===== config.mk =====
export PLATFORM = sky130hd
export DESIGN_NAME = inst_fetch_unit
export DESIGN_NICKNAME = d
export VERILOG_FILES = /design/src/rtl/inst_fetch_unit_pkg.sv /design/src/rtl/inst_fetch_unit_pc_next_sel.sv /design/src/rtl/inst_fetch_unit.sv
export SDC_FILE = /design/constraint.sdc
export NUM_CORES = 1
export LEC_CHECK = 0
export CORE_MARGIN = 3
export CORE_UTILIZATION = 30
export CTS_CLUSTER_SIZE = 16
export DETAILED_ROUTE_END_ITERATION = 8
export PLACE_DENSITY_LB_ADDON = 0.05
export SLEW_MARGIN = 20
export SYNTH_ARGS = -nofsm -noshare
export SYNTH_HDL_FRONTEND = slang
export SYNTH_SLANG_ARGS = --single-unit

===== constraint.sdc =====
create_clock -name clk -period 3 [get_ports clk]
set_clock_uncertainty 0.1 [all_clocks]
set_input_delay 0.9 -clock clk [delete_from_list [all_inputs] [get_ports clk]]
set_output_delay 0.9 -clock clk [all_outputs]
set_load 0.01 [all_outputs]

===== src/rtl/inst_fetch_unit_pkg.sv =====
// Shared constants for the IF stage of the 16-bit A/B accumulator pipeline.
// Mirrors the PC_W / NOP_INST / RESET_PC definitions used by the decoder side.
package inst_fetch_unit_pkg;

    localparam int unsigned DEF_PC_W   = 10;
    localparam int unsigned DEF_INST_W = 16;
    localparam int unsigned DEF_CNT_W  = 16;

    localparam logic [DEF_PC_W-1:0] DEF_RESET_PC = 10'h000;

    // NOP opcode occupies the bits above the 10-bit target field.
    localparam logic [DEF_INST_W-DEF_PC_W-1:0] OP_NOP = '0;
    localparam logic [DEF_INST_W-1:0] NOP_INST = {OP_NOP, {DEF_PC_W{1'b0}}};

endpackage


===== src/rtl/inst_fetch_unit_pc_next_sel.sv =====
// Next-PC selection: branch beats jump, jump beats stall, otherwise sequential fetch.
// Purely combinational; the top registers everything.
module pc_next_sel
    import inst_fetch_unit_pkg::*;
#(
    parameter int unsigned PC_W = DEF_PC_W
) (
    input  logic [PC_W-1:0] pc,
    input  logic            stall,
    input  logic            jump_en,
    input  logic [PC_W-1:0] jump_target,
    input  logic            branch_en,
    input  logic [PC_W-1:0] branch_target,
    output logic [PC_W-1:0] pc_next,
    output logic            load_bubble,
    output logic            hold,
    output logic            redirect
);

    always_comb begin
        pc_next     = pc + PC_W'(1);
        load_bubble = 1'b0;
        hold        = 1'b0;
        redirect    = 1'b0;
        if (branch_en) begin
            pc_next     = branch_target;
            load_bubble = 1'b1;
            redirect    = 1'b1;
        end else if (jump_en && !stall) begin
            pc_next     = jump_target;
            load_bubble = 1'b1;
            redirect    = 1'b1;
        end else if (stall) begin
            // A jump seen under stall stays in ID and re-asserts later.
            pc_next = pc;
            hold    = 1'b1;
        end
    end

endmodule


===== src/rtl/inst_fetch_unit.sv =====
// IF stage: PC register, IF/ID register and saturating fetch/flush counters.
// ROM is read combinationally at rom_addr = pc and captured one edge later.
module inst_fetch_unit
    import inst_fetch_unit_pkg::*;
#(
    parameter int unsigned     PC_W     = DEF_PC_W,
    parameter int unsigned     INST_W   = DEF_INST_W,
    parameter logic [PC_W-1:0] RESET_PC = DEF_RESET_PC,
    parameter int unsigned     CNT_W    = DEF_CNT_W
) (
    input  logic              clk,
    input  logic              reset,
    input  logic              stall,
    input  logic              jump_en,
    input  logic [PC_W-1:0]   jump_target,
    input  logic              branch_en,
    input  logic [PC_W-1:0]   branch_target,
    output logic [PC_W-1:0]   rom_addr,
    input  logic [INST_W-1:0] rom_data,
    output logic [INST_W-1:0] if_id_inst,
    output logic [PC_W-1:0]   if_id_pc,
    output logic              if_id_valid,
    output logic [CNT_W-1:0]  fetch_count,
    output logic [CNT_W-1:0]  flush_count
);

    logic [PC_W-1:0] pc;
    logic [PC_W-1:0] pc_next;
    logic            load_bubble;
    logic            hold;
    logic            redirect;

    pc_next_sel #(.PC_W(PC_W)) u_pc_next_sel (
        .pc            (pc),
        .stall         (stall),
        .jump_en       (jump_en),
        .jump_target   (jump_target),
        .branch_en     (branch_en),
        .branch_target (branch_target),
        .pc_next       (pc_next),
        .load_bubble   (load_bubble),
        .hold          (hold),
        .redirect      (redirect)
    );

    assign rom_addr = pc;

    always_ff @(posedge clk) begin
        if (reset) begin
            pc          <= RESET_PC;
            if_id_inst  <= INST_W'(NOP_INST);
            if_id_pc    <= '0;
            if_id_valid <= 1'b0;
            fetch_count <= '0;
            flush_count <= '0;
        end else begin
            pc <= pc_next;
            if (load_bubble) begin
                if_id_inst  <= INST_W'(NOP_INST);
                if_id_pc    <= '0;
                if_id_valid <= 1'b0;
            end else if (!hold) begin
                if_id_inst  <= rom_data;
                if_id_pc    <= pc;
                if_id_valid <= 1'b1;
                if (fetch_count != '1)
                    fetch_count <= fetch_count + CNT_W'(1);
            end
            // Counters stick at all-ones rather than wrapping.
            if (redirect && flush_count != '1)
                flush_count <= flush_count + CNT_W'(1);
        end
    end

endmodule


==> impl_results.md, run 1 <==
- Status: finished, final reports clean
- Area of the core: ~11000 um^2
- Warnings, synthesis: 0
- CP required: about 3.1 ns
- Post-synth EDFFs: 0
- CTS Buf Count: 9
- Routability cong.: a little over 0.8
- Die span in x: ~110 um
- Total GRT Usage: 16.8%
- Final setup margin: about 0.28 ns
- Synthesized flop and latch total: 69
- Setup bufs post-CTS: 0
- Vias in the first global route: between 3000 and 4000
- Initial antenna violation count: 0
- First-pass GRT wire length: about 17000 um
- WS Path Type: input pin to flop
- Fmax: approximately 370 MHz
- Initial Utilization: roughly a third
- Tmin final: approximately 2.7 ns
- Asr flop ratio synth: 0%
- Per-cell routed wire length: ~15 um
- WHS Path Cells: 2
- Port bufs: 109
- Hold Path Class: flop to flop
- Most frequent cells in the layout: clkdlybuf4s50_1, nand2_1, dfxtp_1
- Nets: about 570
- Maxcap violations: 0
- Yosys cell types: slightly below 50
- Critical Path Source Type: input pin
- Setup TNS Final: 0 ns
- R2R Path Start: fetch_count[11]
- Clk sinks: between 60 and 70
- RSZ-0062 raised after global routing: false
- Final hold vios: 0
- DRT iter0 DRCs: slightly below 200
- Critical path arrival: approximately 2.9 ns
- Clk buf depth: 2
- Layout area overhead: 44.1%
- Site Rows: 37
- Clock root cell: clkbuf_8
- Drt drc: 0
- H-tree depth: 3
- Commonest non-fill, non-tap cell in the layout: clkdlybuf4s50_1
- Remaining antenna violation count: 0
- DP Worst Slack: -0.0607 ns
- Top-Level Pins: between 100 and 150
- Clk Latency, worst-skew pair: between 0.3 and 0.4 ns
- Fraction of layout cells with a size suffix above 1: between 7 and 8%
- Peak VDD IR: between 0.2 and 0.25 mV
- Worst Tran Pin Value: between 0.5 and 0.6 ns
- Post-Syn Area: roughly 3300 um^2
- Post_cts resized: 0
- WL final: approximately 10000 um
- Static Leak: 1.69 nW
- Routed via count: between 3000 and 4000
- Synthesized Nets: 459
- FF-to-FF End: fetch_count[9]
- Critical path endpoint category: flop
- DP HPWL: 7330 um
- Register-to-Register Path Depth: 5
- Slew margin rel.: roughly 60%
- Ant. Diodes: 0
- Die area: approximately 12000 um^2
- Overflow after GRT: 0
- Final cycle utilization of the critical path: about nine tenths
- DR vias/cell: roughly 5
- HP Start: if_id_inst[15]
- Worst Path Max Fanout: 10
- Seq/Total Area, Yosys: 41.5%
- PD cells: 391 nW/um^2
- Final Max Tran Viols: 0
- R2R setup slack: roughly 0.93 ns
- Drt pass-1 iters: 4
- Ys flop type: dfxtp_1
- Cells after Synth: 415
- Clk pin slew, worst setup/hold paths: about 0.070 ns
- Hold Crit Endpoint: if_id_inst[15]
- Synth Area per Inst: between 8 and 9 um^2
- Hold_buf cts: 0
- Final setup fails: 0
- Pin count of the biggest net entering global routing: 53
- CTS tree: done
- Die H: between 100 and 150 um
-- synthesized netlist by cell type (3+ instances only) --
library cell	number	area, um^2
clkbuf_1	18	67.6
or3_1	4	25.0
and2_1	3	18.8
or4_1	14	105
nand4_1	9	56.3
a211oi_1	7	52.6
o31ai_1	13	97.6
mux2_2	3	33.8
o41ai_1	3	26.3
nor3_1	5	25.0
mux2i_1	3	30.0
dfxtp_1	69	1380
and4_1	3	26.3
mux2_1	10	113
o21ai_0	11	55.1
ha_1	3	37.5
nor2_1	24	90.1
and3_1	4	25.0
buf_2	4	20.0
a21oi_1	56	280
nand3_1	13	65.1
nand2_1	76	285
nor2b_1	14	87.6
inv_1	11	41.3
nor4_1	3	18.8
-- worst max-delay path, stage by stage --
cell             delay, ns
clkdlybuf4s50_1       0.46
buf_4                 0.19
nor3_2                0.33
nand4_1               0.26
nor4b_1               0.34
mux2_2                0.37
-- through the flow --
step | util (%) | area (um^2) | instances | power (W) | hold slack, ns
floorplan | - | 3330 | 415 | 0.00109 | 0.376
global placement | 43.9 | 4640 | 655 | 0.00124 | 0.338
detailed placement | 43.9 | 4640 | 655 | 0.00124 | 0.344
CTS | 45.4 | 4790 | 670 | 0.00191 | 0.355
global route | 45.4 | 4790 | 670 | 0.00197 | 0.375
finish | 45.4 | 4790 | 670 | 0.00187 | 0.350
-- area by class of cell --
type | instances | area, um^2
inverters | 11 | 41.3
multi-input cells | 310 | 1810
clock buffers | 13 | 149
repair buffers | 129 | 1240
fillers | 1114 | 5760
well taps | 136 | 170
clock inverters | 2 | 10.0
flip-flops and latches | 69 | 1380
-- cell families (layout without fill, tap and decap cells) --
logic type	Yosys count	count (layout)	share of synthesized area (%)
xor gates and xnor gates	3	3	0.790
and+or+nand+nor	179	179	26.7
DFF	69	69	41.5
adders and majority gates	3	3	1.13
buffers and inverters	36	155	4.44
muxes	16	16	5.30
AOI/OAI and AO/OA	109	109	20.1
-- report_power, final --
group | switching, W | total, W | internal, W
registers | 0.0000248 | 0.000965 | 0.000940
logic | 0.000119 | 0.000256 | 0.000137
clock network | 0.000335 | 0.000651 | 0.000317
-- state kept, by name, indices dropped and copies added, names as in the netlist --
| signal | flops |
|---|---|
| if_id_pc | 10 |
| if_id_inst | 16 |
| rom_addr | 10 |
| if_id_valid | 1 |
| flush_count | 16 |
| fetch_count | 16 |
-- layer usage --
layer  global-route usage [%]  vias to the layer above  part of all wire [%]  routed length (um)
met1                     22.7                     1614                    46                4680
li1                         -                     1723                     -                   -
met3                     4.64                       13                   6.1                 625
met4                     4.70                        0                   1.8                 183
met2                     26.4                       91                    46                4720
met5                        0                        -                     0                   0
-- worst max-delay path by stage --
stage | start | endpoint | slack, ns
after floorplan | branch_en | fetch_count[8] | 0.35
after global placement | stall | fetch_count[15] | -0.01
after detailed placement | stall | fetch_count[15] | -0.06
after CTS | stall | fetch_count[15] | 0.30
after global routing | stall | fetch_count[15] | 0.15
final | stall | fetch_count[15] | 0.28
Power figures use the tool's default switching activity.
==> run 2, diff against run 1 <==
--- a/config.mk
+++ b/config.mk
@@ -7,6 +7,7 @@
 export LEC_CHECK = 0
 export CORE_MARGIN = 3
 export CORE_UTILIZATION = 30
+export CTS_CLUSTER_DIAMETER = 150
 export CTS_CLUSTER_SIZE = 16
 export DETAILED_ROUTE_END_ITERATION = 8
 export PLACE_DENSITY_LB_ADDON = 0.05
==> results of run 2 <==
Same layout as run 1: the final DEF is identical, and so are final timing and power.
